`src/rtl/rv32_types_pkg.sv`:
```
// Shared RV32 core types: memory operation encoding and helpers used by the
// MEM stage and the writeback load-fix logic.
package rv32_types;

  localparam int XLEN = 32;

  typedef enum logic [3:0] {
    MEM_NOP = 4'd0,
    MEM_LB,
    MEM_LH,
    MEM_LW,
    MEM_LBU,
    MEM_LHU,
    MEM_SB,
    MEM_SH,
    MEM_SW
  } mem_op_t;

  function automatic logic mem_is_load(input mem_op_t op);
    return op inside {MEM_LB, MEM_LH, MEM_LW, MEM_LBU, MEM_LHU};
  endfunction

  function automatic logic mem_is_store(input mem_op_t op);
    return op inside {MEM_SB, MEM_SH, MEM_SW};
  endfunction

  // Word accesses need addr[1:0]==0, halfword accesses need addr[0]==0.
  function automatic logic mem_misaligned(input mem_op_t op, input logic [1:0] addr_lo);
    logic mis;
    mis = 1'b0;
    case (op)
      MEM_LW, MEM_SW:          mis = (addr_lo != 2'b00);
      MEM_LH, MEM_LHU, MEM_SH: mis = addr_lo[0];
      default:                 mis = 1'b0;
    endcase
    return mis;
  endfunction

endpackage

```
`src/rtl/rv32_dmem_ctrl_store_align.sv`:
```
// Store lane alignment: byte enables and lane-replicated write data for one
// access, so any byte/halfword lane the enables select carries the store value.
module rv32_store_align
  import rv32_types::*;
(
  input  mem_op_t     op,
  input  logic [1:0]  addr_lo,
  input  logic [31:0] wdata,
  output logic [3:0]  be,
  output logic [31:0] wdata_lane
);

  // Select enables by access width; loads read the whole word
  always_comb begin
    be         = 4'b0000;
    wdata_lane = 32'h0;
    case (op)
      MEM_LB, MEM_LH, MEM_LW, MEM_LBU, MEM_LHU: begin
        be = 4'b1111;
      end
      MEM_SW: begin
        be         = 4'b1111;
        wdata_lane = wdata;
      end
      MEM_SH: begin
        be         = 4'b0011 << addr_lo;
        wdata_lane = {2{wdata[15:0]}};
      end
      MEM_SB: begin
        be         = 4'b0001 << addr_lo;
        wdata_lane = {4{wdata[7:0]}};
      end
      default: begin
        be         = 4'b0000;
        wdata_lane = 32'h0;
      end
    endcase
  end

endmodule

```
`src/rtl/rv32_dmem_ctrl.sv`:
```
// MEM-stage data-memory controller. Runs one load/store at a time over a
// req/gnt + rvalid bus, stalls the pipeline until the response returns and
// hands the raw word plus op/address to the writeback load-fix logic.
module rv32_dmem_ctrl
  import rv32_types::*;
#(
  parameter int TIMEOUT_CYCLES = 255
) (
  input  logic        clk,
  input  logic        rst,
  input  logic        req_valid,
  input  mem_op_t     req_op,
  input  logic [31:0] req_addr,
  input  logic [31:0] req_wdata,
  input  logic        flush,
  output logic        stall,
  output logic        done,
  output logic        fault_misaligned,
  output logic        fault_bus,
  output mem_op_t     wb_op,
  output logic [31:0] wb_addr,
  output logic [31:0] wb_raw_load,
  output logic        mem_req,
  output logic        mem_we,
  output logic [3:0]  mem_be,
  output logic [31:0] mem_addr,
  output logic [31:0] mem_wdata,
  input  logic        mem_gnt,
  input  logic        mem_rvalid,
  input  logic [31:0] mem_rdata,
  input  logic        mem_err
);

  localparam int TO_LIMIT = (TIMEOUT_CYCLES < 1) ? 1 : TIMEOUT_CYCLES;
  localparam int CNT_W    = $clog2(TO_LIMIT + 1);
  localparam logic [CNT_W-1:0] TO_LAST = CNT_W'(TO_LIMIT - 1);

  typedef enum logic [2:0] {
    S_IDLE,
    S_REQ,
    S_WAIT,
    S_DRAIN,
    S_DONE
  } state_t;

  state_t            state_q, state_d;
  logic [CNT_W-1:0]  cnt_q, cnt_d;
  logic              mem_req_q, mem_req_d;
  logic              mem_we_q, mem_we_d;
  logic [3:0]        mem_be_q, mem_be_d;
  logic [31:0]       mem_addr_q, mem_addr_d;
  logic [31:0]       mem_wdata_q, mem_wdata_d;
  mem_op_t           wb_op_q, wb_op_d;
  logic [31:0]       wb_addr_q, wb_addr_d;
  logic [31:0]       wb_raw_q, wb_raw_d;
  logic              fault_q, fault_d;

  logic              is_access;
  logic              misaligned;
  logic              in_idle;
  logic              accept;
  logic              timeout;
  logic [3:0]        be_w;
  logic [31:0]       wdata_w;

  rv32_store_align u_store_align (
    .op         (req_op),
    .addr_lo    (req_addr[1:0]),
    .wdata      (req_wdata),
    .be         (be_w),
    .wdata_lane (wdata_w)
  );

  // Acceptance decode; rst blocks new work so outputs stay quiet while held
  always_comb begin
    is_access        = req_valid && (req_op != MEM_NOP);
    misaligned       = mem_misaligned(req_op, req_addr[1:0]);
    in_idle          = (state_q == S_IDLE);
    accept           = in_idle && is_access && !misaligned && !flush && !rst;
    fault_misaligned = in_idle && is_access &&  misaligned && !flush && !rst;
    timeout          = (cnt_q == TO_LAST);
  end

  // Pipeline-facing status; a flush in DONE suppresses completion reporting
  always_comb begin
    stall     = accept || (state_q == S_REQ) || (state_q == S_WAIT) || (state_q == S_DRAIN);
    done      = (state_q == S_DONE) && !flush;
    fault_bus = (state_q == S_DONE) && fault_q && !flush;
  end

  assign mem_req     = mem_req_q;
  assign mem_we      = mem_we_q;
  assign mem_be      = mem_be_q;
  assign mem_addr    = mem_addr_q;
  assign mem_wdata   = mem_wdata_q;
  assign wb_op       = wb_op_q;
  assign wb_addr     = wb_addr_q;
  assign wb_raw_load = wb_raw_q;

  // Next-state and next-register values for the access sequencer
  always_comb begin
    state_d     = state_q;
    cnt_d       = cnt_q;
    mem_req_d   = mem_req_q;
    mem_we_d    = mem_we_q;
    mem_be_d    = mem_be_q;
    mem_addr_d  = mem_addr_q;
    mem_wdata_d = mem_wdata_q;
    wb_op_d     = wb_op_q;
    wb_addr_d   = wb_addr_q;
    wb_raw_d    = wb_raw_q;
    fault_d     = fault_q;

    case (state_q)
      S_IDLE: begin
        // A late rvalid from a timed-out access lands here and is dropped.
        if (accept) begin
          state_d     = S_REQ;
          cnt_d       = '0;
          mem_req_d   = 1'b1;
          mem_we_d    = mem_is_store(req_op);
          mem_be_d    = be_w;
          mem_addr_d  = {req_addr[31:2], 2'b00};
          mem_wdata_d = wdata_w;
          wb_op_d     = req_op;
          wb_addr_d   = req_addr;
          fault_d     = 1'b0;
        end
      end

      S_REQ: begin
        // rvalid is not expected before gnt and is ignored here.
        if (flush) begin
          // If the grant coincides with the flush the slave still owes a response.
          mem_req_d = 1'b0;
          state_d   = mem_gnt ? S_DRAIN : S_IDLE;
        end else if (timeout) begin
          mem_req_d = 1'b0;
          wb_raw_d  = 32'h0;
          fault_d   = 1'b1;
          state_d   = S_DONE;
        end else if (mem_gnt) begin
          mem_req_d = 1'b0;
          cnt_d     = cnt_q + CNT_W'(1);
          state_d   = S_WAIT;
        end else begin
          cnt_d     = cnt_q + CNT_W'(1);
        end
      end

      S_WAIT: begin
        if (mem_rvalid) begin
          // A response arriving with a flush is consumed silently.
          wb_raw_d = mem_rdata;
          fault_d  = mem_err;
          state_d  = flush ? S_IDLE : S_DONE;
        end else if (flush) begin
          state_d  = S_DRAIN;
        end else if (timeout) begin
          wb_raw_d = 32'h0;
          fault_d  = 1'b1;
          state_d  = S_DONE;
        end else begin
          cnt_d    = cnt_q + CNT_W'(1);
        end
      end

      S_DRAIN: begin
        if (mem_rvalid) begin
          state_d = S_IDLE;
        end
      end

      S_DONE: begin
        // The instruction is still presented this cycle; never re-accept it.
        state_d = S_IDLE;
      end

      default: begin
        state_d = S_IDLE;
      end
    endcase
  end

  // Register all sequencer state and bus/writeback outputs
  always_ff @(posedge clk) begin
    if (rst) begin
      state_q     <= S_IDLE;
      cnt_q       <= '0;
      mem_req_q   <= 1'b0;
      mem_we_q    <= 1'b0;
      mem_be_q    <= 4'b0000;
      mem_addr_q  <= 32'h0;
      mem_wdata_q <= 32'h0;
      wb_op_q     <= MEM_NOP;
      wb_addr_q   <= 32'h0;
      wb_raw_q    <= 32'h0;
      fault_q     <= 1'b0;
    end else begin
      state_q     <= state_d;
      cnt_q       <= cnt_d;
      mem_req_q   <= mem_req_d;
      mem_we_q    <= mem_we_d;
      mem_be_q    <= mem_be_d;
      mem_addr_q  <= mem_addr_d;
      mem_wdata_q <= mem_wdata_d;
      wb_op_q     <= wb_op_d;
      wb_addr_q   <= wb_addr_d;
      wb_raw_q    <= wb_raw_d;
      fault_q     <= fault_d;
    end
  end

endmodule

```
`config.mk`:
```
export PLATFORM = sky130hd
export DESIGN_NAME = rv32_dmem_ctrl
export DESIGN_NICKNAME = d
export VERILOG_FILES = /design/src/rtl/rv32_types_pkg.sv /design/src/rtl/rv32_dmem_ctrl_store_align.sv /design/src/rtl/rv32_dmem_ctrl.sv
export SDC_FILE = /design/constraint.sdc
export NUM_CORES = 1
export LEC_CHECK = 0
export ABC_CLOCK_PERIOD_IN_PS = 2400
export BUFFER_PORTS_ARGS = -buffer_cell sky130_fd_sc_hd__buf_4
export CAP_MARGIN = 15
export CORE_UTILIZATION = 25
export CTS_BUF_LIST = sky130_fd_sc_hd__clkbuf_4 sky130_fd_sc_hd__clkbuf_8
export DETAILED_ROUTE_END_ITERATION = 16
export RECOVER_POWER = 25
export SYNTH_ARGS = -nofsm -noshare
export SYNTH_HDL_FRONTEND = slang
export SYNTH_HIERARCHICAL = 1
export SYNTH_SLANG_ARGS = --single-unit
```
`constraint.sdc`:
```
create_clock -name clk -period 2.4 [get_ports clk]
set_input_delay 0.48 -clock clk [delete_from_list [all_inputs] [get_ports clk]]
set_output_delay 0.48 -clock clk [all_outputs]
set_load 0.05 [all_outputs]
```
==> run metrics, run 1 <==
final instance area 0.007556 mm²; Leakage 3.037 nW; most used cell, CP buf_6; Slew HR 48.16%; CTS tree done; Core ar. 0.02023 mm²; Async SR Flop Fraction 0%; Hold Path Class primary input to register; Slowest Stage Delay on Critical Path 350 ps; fin nets 980; CP Launch Point req_op[1]; DRC 0; most frequent cells in the layout buf_4, nand2_1, dfxtp_1, a21oi_1, clkbuf_1; clock tree buffer depth 2; Initial Util 25.53%; synthesized flop and latch total 118; Final Max Tran Viols 0; post-route ant nets 0; slowest stage cell, crit path or3_4; post-synthesis cell type count 50; layout cells sized above 1 30.88%; Max Freq 417.5 MHz; RSZ-0062 raised after global routing true; Slew @ Worst Pin 777.5 ps; H-tree depth 4; remaining global-route overflow 0; Post-Synth XOR/XNOR Area 0.3391%; pwr/cell area 690.3 mW/mm²; worst setup path category primary input to output pin; largest net degree at the start of global routing 69; hold path depth 3; commonest non-fill, non-tap cell in the layout buf_4; r2r worst-path depth 7; synthesized area per cell 8.047 µm²; Vias 5,259; HPWL Detailed 11,880 µm; Layout Utilization 37.34%; FF-to-FF Start cnt_q[0]; worst vdd ir 0.3483 mV; prevailing post-synth register cell dfxtp_1; Critical Path, Cell by Cell buf_6 > nor4bb_1 > a311o_1 > or2_4 > or3_4 > o21ai_4 > buf_6; min Tclk post-route 2395 ps; first-pass GRT wire length 25,870 µm; Post-Syn Instances 642; # setup viols final 0; Post-Route WL 16,660 µm; dpl cell area 0.007301 mm²; number of synthesized flops with an enable pin 0; Mapped Area 0.005166 mm²; Die Footprint 0.02124 mm²; per-cell routed wire length 14.43 µm; Initial DRC Count 257; vias in the first global route 4,932; Req. time, crit path 1920 ps; grt peak-use layer met2; met3 usage 5.361%; cts hold-fix bufs 0; Clock Sinks 118; setup TNS 0 ps; GRT Overall Usage 15.44%; # rows 52; post-synthesis adder-cell area fraction 0.4844%; mux cell area share after synthesis 1.550%; chip width 145.8 µm; largest family of logic cells by synthesized area simple AND/OR/NAND/NOR gates; status finished clean; sequential-to-total area share from yosys stat 45.73%; Synth Area in Simple Gates 22.40%; buffers added on ports 246; CP Max Fanout 6; WP data arrival 1920 ps; met1 GRT Util 19.33%; Layout area overhead 46.26%; dpl ws -206.8 ps; Clock transition at path regs 70 ps; Fin. Hold Viols 0; routability congestion estimate 0.7788; Ant. Diodes 0; RR Endpoint cnt_q[7]; antenna violations before repair 0; WHS Endpoint wb_addr[22]; HP Start req_addr[22]; # IOs 249; GR Util met2 24.90%; routed vias/inst 4.557; Post-Route Skew 5.808 ps; die height 145.8 µm; reg2reg setup slack 280 ps; synth warn 6; CP Launch Type primary input; critical path endpoint category output pin; period utilization 99.80%; worst setup margin 4.884 ps; Synth Area in Compound Gates 20.61%; Pre-Repair DR Iteration Count 6; root buffer cell clkbuf_8; FILL cells 2,194; maxcap violations 0; later-pin clock latency in the skew report 440 ps; TritonCTS Buffers 17
power by group:
| part | total (mW) | switching [mW] | internal (mW) |
|---|---|---|---|
| clock | 1.88 | 0.851 | 1.03 |
| combinational | 1.22 | 0.757 | 0.463 |
| sequential | 2.12 | 0.0730 | 2.04 |
| total | 5.22 | 1.68 | 3.53 |
logic make-up (layout without fill, tap and decap cells):
kind of cell	Yosys count	after routing
AND/OR/NAND/NOR	258	258
AO/OA/AOI/OAI	172	172
flip-flops	118	118
buffers and inverters	81	322
multiplexers	8	8
adder cells (fa/ha/maj)	2	2
XOR/XNOR	2	2
other	1	2
cell usage after synthesis, drive strengths merged (2+ instances only):
library cell	instances	area, µm²
a21o	3	23.77
nand2b	4	25.02
nor3	5	25.02
nor3b	2	15.01
xnor2	2	17.52
clkbuf	24	90.09
nand3b	5	41.29
or4	2	16.27
inv	7	26.28
o21ai	19	95.09
a311o	2	20.02
a21oi	86	430.4
dfxtp	118	2362
a31oi	2	12.51
nand2	162	608.1
ha	2	25.02
nor2	44	165.2
a211oi	4	30.03
and2	9	56.30
or2	2	12.51
and3b	2	17.52
nand3	4	20.02
or4bb	2	23.77
mux2i	8	80.08
or3	7	48.80
a2111o	2	22.52
nand4	2	12.51
a22o	16	140.1
a22oi	32	240.2
nor4b	2	32.53
buf	50	339.1
final cells by class:
class / count / area, µm² / area share, %
timing repair buffer: 283 / 1973 / 26.11
inverter: 7 / 26.28 / 0.3477
sequential: 118 / 2365 / 31.30
clock buffer: 18 / 241.5 / 3.196
multi-input combinational: 444 / 2452 / 32.46
tap: 270 / 337.8 / 4.471
clock inverter: 14 / 160.2 / 2.120
worst max-delay path, delay by kind of cell:
family,cells,cell delay [ps]
compound gates,2,420
simple gates,3,730
buf+inv,2,280
routing by layer:
layer,part of all wire (%),vias to the layer above
li1,-,2619
met1,45,2434
met2,46,196
met3,7.3,10
met4,0.74,0
met5,0,-
metrics by stage:
stage	hold slack, ps	total power [mW]	std cells
finish	284.8	5.216	1154
detailed placement	447.4	3.381	1120
CTS	247.7	5.321	1154
floorplan	471.2	2.926	643
global route	235.3	5.489	1154
global placement	444.2	3.374	1120
registers in the layout (all words and copies together), names as in the netlist:
register	flops
mem_wdata	32
wb_addr	32
wb_raw_load	32
cnt_q	8
mem_be	4
wb_op	4
state_q	3
fault_q	1
mem_req	1
mem_we	1
worst max-delay path by stage:
stage / slack (ps) / endpoint / depth (start not counted)
6_report: 5 / stall / 7
5_1_grt: -40 / stall / 4
4_1_cts: -60 / stall / 7
3_5_place_dp: -210 / stall / 7
3_3_place_gp: -200 / stall / 7
2_1_floorplan: -140 / fault_misaligned / 4
what timing repair did:
action                                  in CTS  in global routing
resized for setup                           12                  7
endpoints found under the setup margin       2                  6
setup buffers                                2                  0
pin swaps                                    5                  1
cloned                                       0                  0
Note: power is estimated with default switching activity, not from simulation.
==> run 2: changes to the inputs <==
ABC_CLOCK_PERIOD_IN_PS = 1990   (was 2400)
clock period = 1.99 ns   (was 2.4 ns; I/O delays follow)
==> run 2 against run 1 <==
Compared with the run above:
- the flow now finishes with violations (negative setup slack)
- largest cell class unchanged
- die area stayed put
- first-iteration DRC count down 23%
- clock skew up 6.8 ps
- hold slack lost 81 ps
- global-route usage up 0.32 points
- total power rose by 30%
- critical endpoint unchanged
- combinational power is 34% higher
- utilization increased by 1.3 points
==> run metrics, run 2 (synthesis gave the netlist of run 1 again) <==
Pre-Repair DR Iteration Count 6 (unchanged); post-route ant nets 0 (unchanged); Bufs and invs on worst path 2 (unchanged); most frequent cells in the layout buf_4, nand2_1, dfxtp_1, a21oi_1, clkbuf_1 (unchanged); worst setup path category primary input to output pin (unchanged); commonest non-fill, non-tap cell in the layout buf_4 (unchanged); routability congestion estimate 0.7936 (was 0.7788); Slowest Stage Delay on Critical Path 410 ps (was 350 ps); vias in the first global route 5,011 (was 4,932); Vias 5,337 (was 5,259); failing checks negative setup slack; crit path to stall (unchanged); r2r worst-path depth 7 (unchanged); Slew HR 50.86% (was 48.16%); Post-Route Skew 12.63 ps (was 5.808 ps); DRC 0 (unchanged); Layout area overhead 51.27% (was 46.26%); period utilization 114.7%; Leakage 3.188 nW (was 3.037 nW); die height 145.8 µm (unchanged); Ant. Diodes 0 (unchanged); TritonCTS Buffers 17 (unchanged); worst setup margin -292.8 ps (was 4.884 ps); critical path endpoint category output pin (unchanged); Hold Path Class primary input to register (unchanged); Slew @ Worst Pin 737.1 ps (was 777.5 ps); fin nets 999 (was 980); Fin. Hold Viols 0 (unchanged); Initial DRC Count 197 (was 257); CP Launch Point req_op[1] (unchanged); Clock transition at path regs 70 ps (about the same); CP Launch Type primary input (unchanged); Layout Utilization 38.62% (was 37.34%); root buffer cell clkbuf_8 (unchanged); HPWL Detailed 12,000 µm (was 11,880 µm); status finished, violations left (was finished clean); remaining global-route overflow 0 (unchanged); worst vdd ir 0.3863 mV (was 0.3483 mV); Req. time, crit path 1590 ps (was 1920 ps); maxcap violations 0 (unchanged); pwr/cell area 868.4 mW/mm² (was 690.3 mW/mm²); Final Max Tran Viols 0 (unchanged); clock tree buffer depth 2 (unchanged); largest net degree at the start of global routing 68 (was 69); hold_ws 203.6 ps (was 284.8 ps); FILL cells 2,161 (was 2,194); routed vias/inst 4.550 (was 4.557); first-pass GRT wire length 26,390 µm (was 25,870 µm); RR Endpoint cnt_q[6] (was cnt_q[7]); Die Footprint 0.02124 mm² (unchanged); Clock Sinks 118 (unchanged); layout cells sized above 1 33.22% (was 30.88%); slowest stage cell, crit path or3_4 (unchanged); Initial Util 25.53% (unchanged); # IOs 249 (unchanged); CTS tree done (unchanged); Max Freq 438.1 MHz; WP data arrival 1880 ps (was 1920 ps); reg2reg setup slack 50 ps (was 280 ps); most used cell, CP buf_8 (was buf_6); CP delay by family, top simple AND/OR/NAND/NOR gates (unchanged); RSZ-0062 raised after global routing true (unchanged); # rows 52 (unchanged); FF-to-FF Start cnt_q[0] (unchanged); Critical Path, Cell by Cell buf_8 > nor4bb_1 > a311o_1 > or2_4 > or3_4 > o21ai_4 > buf_8 (was buf_6 > nor4bb_1 > a311o_1 > or2_4 > or3_4 > o21ai_4 > buf_6); sequential cell area 0.002370 mm² (was 0.002365 mm²); CP Max Fanout 6 (unchanged); Core ar. 0.02023 mm² (unchanged); min Tclk post-route 2283 ps; H-tree depth 4 (unchanged); GRT Overall Usage 15.76% (was 15.44%); antenna violations before repair 0 (unchanged); CP Depth 7 (unchanged); area of the multi-input gates 0.002470 mm² (was 0.002452 mm²); # setup viols final 8 (was 0); buffers added on ports 246 (unchanged); Post-Route WL 16,890 µm (was 16,660 µm); later-pin clock latency in the skew report 440 ps (about the same); chip width 145.8 µm (unchanged); per-cell routed wire length 14.40 µm (was 14.43 µm)
==> run 2: power breakdown <==
part	switching, mW	internal [mW]	leakage [nW]	total, mW
logic	0.975	0.663	2.01	1.64
clock network	1.07	1.54	0.227	2.61
registers	0.0699	2.47	0.955	2.54
total	2.12	4.67	3.19	6.79
==> run 2: routing by layer <==
layer	vias to the layer above	global-route usage, %	part of all wire, %
met2	178	25.36	47
met3	18	5.172	6.9
met1	2482	19.50	44
li1	2659	-	-
met4	0	5.947	1.6
met5	-	0	0
==> run 2: tightest hold or removal path, stage by stage <==
cell and delay (ps):
buf_4 110, nand2_1 40, a21oi_1 50
==> run 2: layout make-up <==
cell class              instances  area share, %
well taps                     270          4.323
multi-input cells             444          31.60
clock inverters                14          2.834
repair buffers                302          27.41
flip-flops and latches        118          30.32
clock buffers                  18          3.170
inverters                       7         0.3362
==> run 2: worst min-delay path by stage <==
stage                  startpoint             to  slack, ps  cells after the start
floorplan                cnt_q[7]       cnt_q[7]        470                      2
global placement    mem_wdata[17]  mem_wdata[17]        440                      2
detailed placement  mem_wdata[17]  mem_wdata[17]        450                      2
CTS                  req_addr[23]    wb_addr[23]        170                      3
global route         req_addr[21]    wb_addr[21]        170                      3
finish               req_addr[28]    wb_addr[28]        200                      3
==> run 2: metrics by stage <==
stage | cell area (µm²) | setup TNS, ps | instances | total power, mW | setup slack (ps)
floorplan | 5231 | -4637 | 643 | 3.535 | -318.7
global placement | 7377 | -31340 | 1134 | 4.128 | -439.2
detailed placement | 7377 | -36740 | 1134 | 4.141 | -506.1
CTS | 7939 | -511.4 | 1168 | 6.833 | -294.4
global route | 7815 | -1199 | 1173 | 7.127 | -320.2
finish | 7815 | -935.3 | 1173 | 6.787 | -292.8
==> run 2: timing repair <==
item                                    CTS  global route
buffers inserted                          2             5
pin swaps                                 5            13
endpoints found under the setup margin   31            38
hold buffers                              0             0
resized for setup                        19            20
==> run 3: changes to the inputs <==
ABC_CLOCK_PERIOD_IN_PS = 2200   (was 1990)
clock period = 2.2 ns   (was 1.99 ns; I/O delays follow)
==> run 3 against run 2 <==
Compared with the run above:
- the run still ends with negative setup slack left
- design area is 1.5% lower
- routed wire length down 1.1%
- non-clock buffer count fell by 7
- critical path depth did not move
- first-iteration DRC count is 19% higher
- clock-buffer cell count is 1 higher
- critical path type unchanged
- critical endpoint unchanged
==> run metrics, run 3 (synthesis gave the netlist of run 1 again) <==
FF-to-FF Start cnt_q[3] (was cnt_q[0]); # IOs 249 (unchanged); CTS tree done (unchanged); GRT Overall Usage 15.62% (was 15.76%); Post-Route Skew 15.51 ps (was 12.63 ps); pwr/cell area 768.3 mW/mm² (was 868.4 mW/mm²); clock tree buffer depth 2 (unchanged); Final Max Tran Viols 0 (unchanged); RR Endpoint cnt_q[7] (was cnt_q[6]); Fin. Hold Viols 0 (unchanged); failing checks negative setup slack (unchanged); critical path endpoint category output pin (unchanged); min Tclk post-route 2409 ps; # setup viols final 2 (was 8); FILL cells 2,136 (was 2,161); Pre-Repair DR Iteration Count 4 (was 6); Clock Sinks 118 (unchanged); period utilization 109.5%; die height 145.8 µm (unchanged); Post-Route WL 16,700 µm (was 16,890 µm); r2r worst-path depth 6 (was 7); Slowest Stage Delay on Critical Path 410 ps (about the same); largest net degree at the start of global routing 62 (was 68); buffers added on ports 246 (unchanged); routability congestion estimate 0.7708 (was 0.7936); worst vdd ir 0.3346 mV (was 0.3863 mV); # rows 52 (unchanged); reg2reg setup slack 150 ps (was 50 ps); Initial DRC Count 234 (was 197); Ant. Diodes 0 (unchanged); routed vias/inst 4.630 (was 4.550); Max Freq 415.1 MHz; Clock transition at path regs 80 ps (was 70 ps); final cell count without fillers 1,166 (was 1,173); RSZ-0062 raised after global routing true (unchanged); CP Max Fanout 4 (was 6); hold path depth 3 (unchanged); CP delay by family, top simple AND/OR/NAND/NOR gates (unchanged); Initial Util 25.53% (unchanged); CP Launch Point req_addr[0] (was req_op[1]); HP Start req_addr[18] (was req_addr[28]); Slew @ Worst Pin 716.6 ps (was 737.1 ps); layout cells sized above 1 31.81% (was 33.22%); first-pass GRT wire length 26,260 µm (was 26,390 µm); HPWL Detailed 12,300 µm (was 12,000 µm); root buffer cell clkbuf_8 (unchanged); vias in the first global route 5,158 (was 5,011); slowest stage cell, crit path or3_4 (unchanged); worst setup path category primary input to output pin (unchanged); later-pin clock latency in the skew report 430 ps (was 440 ps); H-tree depth 4 (unchanged); Layout area overhead 48.97% (was 51.27%); fin nets 992 (was 999); remaining global-route overflow 0 (unchanged); Critical Path, Cell by Cell buf_8 > and4b_1 > a311o_1 > or2_4 > or3_4 > o21ai_4 > buf_6 (was buf_8 > nor4bb_1 > a311o_1 > or2_4 > or3_4 > o21ai_4 > buf_8); total chip power 5.913 mW (was 6.787 mW); Vias 5,398 (was 5,337); Slew HR 52.43% (was 50.86%); CP Launch Type primary input (unchanged); antenna violations before repair 0 (unchanged); commonest non-fill, non-tap cell in the layout buf_4 (unchanged); maxcap violations 0 (unchanged); Leakage 3.125 nW (was 3.188 nW); DRC 0 (unchanged); chip width 145.8 µm (unchanged); WP data arrival 1970 ps (was 1880 ps); dpl ws -277.4 ps (was -506.1 ps); post-route ant nets 0 (unchanged); Post-Place Cells 1,132 (was 1,134); Core ar. 0.02023 mm² (unchanged); worst setup margin -208.9 ps (was -292.8 ps); per-cell routed wire length 14.32 µm (was 14.40 µm); WHS Endpoint wb_addr[18] (was wb_addr[28]); Die Footprint 0.02124 mm² (unchanged); Bufs and invs on worst path 2 (unchanged); most frequent cells in the layout buf_4, nand2_1, dfxtp_1, a21oi_1, clkbuf_1 (unchanged); status finished, violations left (unchanged); TritonCTS Buffers 17 (unchanged); Hold Path Class primary input to register (unchanged); Req. time, crit path 1760 ps (was 1590 ps)
run 3: cell count changes in the layout (fill, tap and decap cells not counted), sizes merged:
cell,before,now
bufinv,5,4
clkinv,2,6
inv,11,8
buf,240,232
clkbuf,80,82
clkinvlp,3,2
run 3: worst min-delay path: cells and delay by family:
family / cells / cell delay [ps]
AOI/OAI and AO/OA: 1 / 50
buffers and inverters: 1 / 100
and+or+nand+nor: 1 / 40
run 3: report_power, final:
part	switching (mW)	internal, mW
clock	0.916	1.29
combinational	0.837	0.559
sequential	0.0788	2.23
run 3: timing repair:
item	4_1_cts	5_1_grt
hold buffers	0	0
setup buffers	2	0
endpoints found under the setup margin	2	2
gates resized for setup	16	2
pin swaps	2	0
run 3: worst max path at each step:
stage	end	depth (start not counted)
after global placement	stall	7
after CTS	stall	7
after global routing	stall	7
after floorplan	stall	7
final	stall	7
after detailed placement	stall	7
run 3: layout make-up:
| cell class | instances | area [µm²] | share of cell area (%) |
|---|---|---|---|
| Inverter | 7 | 26.28 | 0.3414 |
| Clock buffer | 19 | 261.5 | 3.398 |
| Timing Repair Buffer | 295 | 2091 | 27.17 |
| Multi-Input combinational cell | 444 | 2435 | 31.64 |
| Sequential cell | 118 | 2367 | 30.76 |
| Tap cell | 270 | 337.8 | 4.390 |
| Clock inverter | 13 | 177.7 | 2.309 |
run 3: per-stage QoR:
| step | cell area, µm² | util [%] | setup TNS (ps) | hold slack [ps] |
|---|---|---|---|---|
| after global placement | 7412 | 36.63 | -13050 | 444.0 |
| after CTS | 7925 | 39.17 | -307.2 | 216.8 |
| final | 7696 | 38.03 | -314.0 | 253.7 |
| after global routing | 7696 | 38.03 | -404.0 | 208.9 |
| after detailed placement | 7412 | 36.63 | -13890 | 447.0 |
| after floorplan | 5231 | - | -345.6 | 471.2 |
run 3: per-layer routing:
metal	part of all wire, %	track usage (%)
met5	0	0
met2	47	26.29
met4	0.99	4.632
met1	43	18.58
met3	8.4	5.549
